[config.mk]
export PLATFORM = sky130hd
export DESIGN_NAME = jts16_mapper_gen
export DESIGN_NICKNAME = d
export VERILOG_FILES = /design/src/rtl/jts16_mapper_gen.sv
export SDC_FILE = /design/constraint.sdc
export NUM_CORES = 1
export LEC_CHECK = 0
export CORE_MARGIN = 5
export CORE_UTILIZATION = 50
export CTS_CLUSTER_SIZE = 16
export DETAILED_ROUTE_END_ITERATION = 8
export MAX_ROUTING_LAYER = met4
export PLACE_DENSITY = 0.74
export REMOVE_ABC_BUFFERS = 1
export SKIP_CTS_REPAIR_TIMING = 1
export SLEW_MARGIN = 20
export SYNTH_ARGS = -nofsm -noshare
export SYNTH_HDL_FRONTEND = slang
export SYNTH_SLANG_ARGS = --single-unit
[constraint.sdc]
create_clock -name clk -period 7.8 [get_ports clk]
set_input_delay 1.17 -clock clk [delete_from_list [all_inputs] [get_ports clk]]
set_output_delay 1.17 -clock clk [all_outputs]
set_load 0.02 [all_outputs]
[src/rtl/jts16_mapper_gen.sv]
// Programmable 68000 address mapper: region decode, wait states, sound latches, VBLANK IRQ.
// Optional status dump port enabled by defining JTS16_MAPPER_STDUMP_EN.
module jts16_mapper_gen #(
    parameter int REGIONS = 8,
    parameter int WAITW   = 3
) (
    input  logic               clk,
    input  logic               rstn,
    input  logic               cpu_cen,
    input  logic [23:1]        addr,
    input  logic [15:0]        cpu_dout,
    input  logic [1:0]         cpu_dsn,
    input  logic               cpu_rnw,
    input  logic               cpu_asn,
    input  logic [2:0]         cpu_fc,
    output logic [15:0]        cpu_din,
    output logic               cpu_dtackn,
    output logic [2:0]         cpu_ipln,
    input  logic               edackn,
    input  logic               bus_busy,
    output logic [REGIONS-1:0] active,
    output logic               reg_cs,
    input  logic               vint,
    input  logic               snd_rd,
    input  logic               snd_wr,
    input  logic [7:0]         snd_din,
    output logic [7:0]         snd_dout,
    output logic               snd_obf,
    output logic               main_ibf,
    input  logic [7:0]         st_addr,
    output logic [7:0]         st_dout
);

    localparam int RBW = $clog2(REGIONS);
    localparam int RW  = RBW + 2;

    localparam logic [RW-2:0] IDX_SND_OUT = (RW-1)'(0);
    localparam logic [RW-2:0] IDX_IRQ     = (RW-1)'(1);
    localparam logic [RW-2:0] IDX_SND_IN  = (RW-1)'(2);
    localparam logic [RW-2:0] IDX_STATUS  = (RW-1)'(3);

    typedef logic [7:0] byte_t;

    byte_t            sizew_q [REGIONS];
    byte_t            sizew_d [REGIONS];
    byte_t            base_q  [REGIONS];
    byte_t            base_d  [REGIONS];
    byte_t            snd_out_q, snd_out_d;
    byte_t            irq_ctrl_q, irq_ctrl_d;
    byte_t            snd_in_q, snd_in_d;
    logic             snd_obf_q, snd_obf_d;
    logic             main_ibf_q, main_ibf_d;
    logic             irq_pend_q, irq_pend_d;
    logic             vint_q, vint_d;
    logic             acc_done_q, acc_done_d;
    logic             armed_q, armed_d;
    logic             busy_q, busy_d;
    logic             bypass_q, bypass_d;
    logic [WAITW-1:0] wcnt_q, wcnt_d;

    logic [REGIONS-1:0] rmatch;
    logic [REGIONS-1:0] active_c;
    logic               hit_any;
    logic [WAITW-1:0]   sel_wait;
    logic [RW-1:0]      idx;
    logic               write_fire;
    logic               read_fire;
    logic [2:0]         irq_lvl;

    assign idx     = addr[RW:1];
    assign irq_lvl = irq_ctrl_q[3:1];

    function automatic byte_t reg_read(input logic [RW-1:0] i);
        byte_t v;
        v = '0;
        if (i[RW-1]) begin
            v = i[0] ? base_q[i[RW-2:1]] : sizew_q[i[RW-2:1]];
        end else if (i[RW-2:0] == IDX_SND_OUT) begin
            v = snd_out_q;
        end else if (i[RW-2:0] == IDX_IRQ) begin
            v = irq_ctrl_q;
        end else if (i[RW-2:0] == IDX_SND_IN) begin
            v = snd_in_q;
        end else if (i[RW-2:0] == IDX_STATUS) begin
            v = {6'b0, main_ibf_q, snd_obf_q};
        end
        return v;
    endfunction

    always_comb begin
        rmatch = '0;
        for (int unsigned r = 0; r < REGIONS; r++) begin
            case (sizew_q[r][1:0])
                2'd0:    rmatch[r] = (addr[23:16] == base_q[r]);
                2'd1:    rmatch[r] = (addr[23:17] == base_q[r][7:1]);
                2'd2:    rmatch[r] = (addr[23:19] == base_q[r][7:3]);
                default: rmatch[r] = (addr[23:21] == base_q[r][7:5]);
            endcase
        end
    end

    always_comb begin
        active_c = '0;
        hit_any  = 1'b0;
        sel_wait = '0;
        for (int unsigned r = 0; r < REGIONS; r++) begin
            if (rmatch[r] && !hit_any) begin
                hit_any     = 1'b1;
                active_c[r] = 1'b1;
                sel_wait    = sizew_q[r][WAITW+1:2];
            end
        end
        if (cpu_fc == 3'b111) begin
            active_c = '0;
            hit_any  = 1'b0;
            sel_wait = '0;
        end
    end

    assign active     = active_c;
    assign reg_cs     = !hit_any && (cpu_fc != 3'b111) && !cpu_asn;
    assign write_fire = reg_cs && !cpu_rnw && !cpu_dsn[0] && !acc_done_q;
    assign read_fire  = reg_cs && cpu_rnw && !acc_done_q;
    assign cpu_din    = (reg_cs && cpu_rnw) ? {8'hFF, reg_read(idx)} : 16'hFFFF;

    always_comb begin
        sizew_d    = sizew_q;
        base_d     = base_q;
        snd_out_d  = snd_out_q;
        irq_ctrl_d = irq_ctrl_q;
        snd_in_d   = snd_in_q;
        snd_obf_d  = snd_obf_q;
        main_ibf_d = main_ibf_q;
        irq_pend_d = irq_pend_q;
        vint_d     = vint;
        acc_done_d = acc_done_q;
        armed_d    = armed_q;
        busy_d     = busy_q;
        bypass_d   = bypass_q;
        wcnt_d     = wcnt_q;

        // One register access per bus cycle; the flag rearms when AS# rises.
        if (cpu_asn)
            acc_done_d = 1'b0;
        else if (write_fire || read_fire)
            acc_done_d = 1'b1;

        if (snd_rd)
            snd_obf_d = 1'b0;
        if (read_fire && !idx[RW-1] && idx[RW-2:0] == IDX_SND_IN)
            main_ibf_d = 1'b0;

        if (write_fire) begin
            if (idx[RW-1]) begin
                if (idx[0])
                    base_d[idx[RW-2:1]] = cpu_dout[7:0];
                else
                    sizew_d[idx[RW-2:1]] = cpu_dout[7:0];
            end else if (idx[RW-2:0] == IDX_SND_OUT) begin
                snd_out_d = cpu_dout[7:0];
                snd_obf_d = 1'b1;
            end else if (idx[RW-2:0] == IDX_IRQ) begin
                irq_ctrl_d = cpu_dout[7:0];
            end
        end

        if (snd_wr) begin
            snd_in_d   = snd_din;
            main_ibf_d = 1'b1;
        end

        if (cpu_fc == 3'b111 && !cpu_asn)
            irq_pend_d = 1'b0;
        if (vint && !vint_q && irq_ctrl_q[0])
            irq_pend_d = 1'b1;

        // armed_q requires AS# seen high, so a cycle cut by reset cannot restart.
        if (cpu_asn) begin
            armed_d = 1'b1;
            busy_d  = 1'b0;
        end else if (cpu_cen && armed_q) begin
            armed_d  = 1'b0;
            busy_d   = 1'b1;
            wcnt_d   = hit_any ? sel_wait : WAITW'(1);
            bypass_d = hit_any && (sel_wait == '1);
        end else if (cpu_cen && busy_q && wcnt_q != '0 && !bus_busy) begin
            wcnt_d = wcnt_q - WAITW'(1);
        end
    end

    always_comb begin
        cpu_dtackn = 1'b1;
        if (busy_q && !cpu_asn) begin
            if (bypass_q)
                cpu_dtackn = edackn;
            else
                cpu_dtackn = !(wcnt_q == '0 && !bus_busy);
        end
    end

    assign cpu_ipln = (irq_pend_q && irq_lvl != 3'd0) ? ~irq_lvl : 3'b111;
    assign snd_dout = snd_out_q;
    assign snd_obf  = snd_obf_q;
    assign main_ibf = main_ibf_q;

    always_ff @(posedge clk or negedge rstn) begin
        if (!rstn) begin
            for (int unsigned r = 0; r < REGIONS; r++) begin
                sizew_q[r] <= '0;
                base_q[r]  <= '0;
            end
            snd_out_q  <= '0;
            irq_ctrl_q <= '0;
            snd_in_q   <= '0;
            snd_obf_q  <= 1'b0;
            main_ibf_q <= 1'b0;
            irq_pend_q <= 1'b0;
            vint_q     <= 1'b0;
            acc_done_q <= 1'b0;
            armed_q    <= 1'b0;
            busy_q     <= 1'b0;
            bypass_q   <= 1'b0;
            wcnt_q     <= '0;
        end else begin
            sizew_q    <= sizew_d;
            base_q     <= base_d;
            snd_out_q  <= snd_out_d;
            irq_ctrl_q <= irq_ctrl_d;
            snd_in_q   <= snd_in_d;
            snd_obf_q  <= snd_obf_d;
            main_ibf_q <= main_ibf_d;
            irq_pend_q <= irq_pend_d;
            vint_q     <= vint_d;
            acc_done_q <= acc_done_d;
            armed_q    <= armed_d;
            busy_q     <= busy_d;
            bypass_q   <= bypass_d;
            wcnt_q     <= wcnt_d;
        end
    end

`ifdef JTS16_MAPPER_STDUMP_EN
    logic [7:0]    st_dout_q, st_dout_d;
    logic [RW-1:0] st_idx;

    always_comb begin
        st_idx    = st_addr[7] ? RW'(st_addr[1:0]) : {1'b1, st_addr[RW-2:0]};
        st_dout_d = reg_read(st_idx);
    end

    always_ff @(posedge clk or negedge rstn) begin
        if (!rstn)
            st_dout_q <= '0;
        else
            st_dout_q <= st_dout_d;
    end

    assign st_dout = st_dout_q;
`else
    assign st_dout = '0;
`endif

    logic unused_bits;
    assign unused_bits = ^{addr[15:RW+1], cpu_dout[15:8], cpu_dsn[1], st_addr};

endmodule
==> metrics.txt <==
run status finished clean; Seq/Total Area, Yosys 0.457; DR vias 6739; Max-slew headroom 0.248; ant diodes 0; Critical Path End Type primary output; data required time of the critical path 6.63 ns; wire length per cell approximately 24 um; CP Max Fanout 8; vias in the first global route around 6900; pre-CTS setup slack 0.784 ns; Synth Instances 765; unrepaired setup endpoints after global routing false; Post-DP HPWL ~17000 um; Post-layout nets 882; arrival time at the worst endpoint 5.86 ns; antenna violations before repair 0; CP peak stage delay 0.83 ns; Post-Syn Area 8930 um^2; max-cap violation count 0; Hold WC Path Type flop to flop; Tcrit/Tclk final 0.902; largest net degree at the start of global routing 87; Num CTS Buffers 17; Total GRT Usage 0.256; die height 144 um; Worst VDD drop 167 uV; antenna-violating nets left 0; Yosys Warn Count 0; cell with the most instances after synthesis dfrtp_1; Initial Util 0.513; CTS Root Cell clkbuf_16; Die Width 144 um; Area Overhead vs Synth 15.3%; delay-heaviest family, CP simple AND/OR/NAND/NOR gates; Max Fclk about 140 MHz; total gr overflow 0; most frequent cells after synthesis dfrtp_1 (163), mux2_2 (150), a22oi_1 (55); GPL Wtd Cong 0.964; fin cells 1047; endpoints failing setup 0; share of layout cells above drive strength 1 0.251; top cells by area, synth dfrtp_1 (46%), mux2_2 (19%), xnor2_1 (5.1%); power density over the cells 200 nW/um^2; Rows 48; setup_tns 0 ns; DRC viols 0; IO Port Bufs 73; final hold vios 0; clk buf depth 2; clock latency on the worst-skew pair 0.43 ns; post-synth top area share 0.457; PnR worst setup slack 0.767 ns; I/O Pins 117; Worst Path Buf+Inv 3; clk_skew 0.00832 ns; crit path kind input port to primary output; distinct cell type count after synthesis 53; Hold Slack a little under 0.5 ns; Post-synth EDFFs 0; CP Launch Type input port; synthesized area per cell 11.7 um^2; biggest area consumer among synthesized cells dfrtp_1; DIE AREA 20600 um^2; Clock Sinks 163; worst path cell trace clkdlybuf4s50_1 -> xnor2_1 -> a41oi_1 -> a211oi_1 -> or3_1 -> or4_1 -> or4_1 -> inv_2 -> and2_1 -> o211ai_1 -> clkdlybuf4s50_1; Critical Path Slowest Stage Cell clkdlybuf4s50_1; CTS clk-pin slew, worst paths around 0.060 ns; placed standard-cell area 9720 um^2; Pleak 0.00460 uW; worst slew pin tran 1.13 ns; Seq cells post-synth 163; clock period minus worst slack 7.03 ns; FFs w/ async S/R, synth 1.00; CTS tree done; vias per cell 6.44; # placed instances 1016; H-tree levels 4; Final Slew Violations 0; initial drt markers 565; core footprint around 17000 um^2; final WL approximately 25000 um; Top FF cell, synth dfrtp_1; first-pass GRT wire length 38800 um; DRT Pass-1 Iters 5; Design Area, Final about 10000 um^2
## path summary, 6_finish.rpt
path / start / end / slack (ns) / cells past startpoint
worst max-delay path: addr[19] / cpu_din[6] / 0.77 / 11
worst min-delay path: vint_q / irq_pend_q / 0.49 / 2
worst max register to register: base_q[8] / sizew_q[19] / 3.30 / 10
worst min register to register: vint_q / irq_pend_q / 0.49 / 2
max in group asynchronous: rstn / sizew_q[4] / 5.78 / 2
min in group asynchronous: rstn / base_q[30] / 0.76 / 1
## kinds of logic after synthesis
logic type,after synthesis,share of synthesized area
buffers and inverters,86,0.0470
xor gates and xnor gates,64,0.0628
AOI/OAI and AO/OA,162,0.138
other,2,0.000841
muxes,159,0.200
adders and majority gates,2,0.00280
and+or+nand+nor,127,0.0914
DFF,163,0.457
## through the flow
step                      utilization  total power, uW
after floorplan                     -             1120
after global placement          0.558             1240
after detailed placement        0.558             1260
after CTS                       0.591             2070
after global routing            0.591             2140
final                           0.591             2060
## registers in the layout, summed over array words and instances (netlist names), 3 cells and up
name and flops:
sizew_q 64, snd_dout 8, wcnt_q 3, snd_in_q 8
base_q 64, irq_ctrl_q 8
## placed cells by master (no fill, tap or decap), types with 11 or more instances in the layout
cell type	instances
nand2_1	21
nand4_1	18
clkdlybuf4s50_1	72
clkbuf_16	17
mux2_2	150
inv_1	14
xnor2_1	52
conb_1	16
dfrtp_1	163
nor2_1	21
a22oi_1	55
xor2_1	12
o211ai_1	30
nor3_1	11
## worst min-delay path, stage by stage, from the launching register on
cell and delay [ns]:
dfrtp_1 0.31, nand3b_1 0.09, nand2_1 0.05
## layer usage
metal	share of wire	wire length (um)	vias to the layer above	track usage
met4	0.031	764	0	0.0981
li1	-	-	2940	-
met3	0.081	2030	55	0.0512
met1	0.41	10200	3396	0.329
met2	0.48	12100	348	0.404
met5	0	0	-	-
## power by group
part           internal [uW]  switching (uW)  leakage (uW)
logic                    126             158       0.00213
registers                907            55.1       0.00220
clock network            485             330      0.000272
## cell type report
| type | instances | area, um^2 |
|---|---|---|
| fillers | 1420 | 7120 |
| multi-input cells | 530 | 4500 |
| flip-flops and latches | 163 | 4080 |
| repair buffers | 83 | 811 |
| clock buffers | 22 | 464 |
| well taps | 225 | 282 |
| clock inverters | 9 | 106 |
| inverters | 15 | 56.3 |
(Power assumes the default switching activity.)
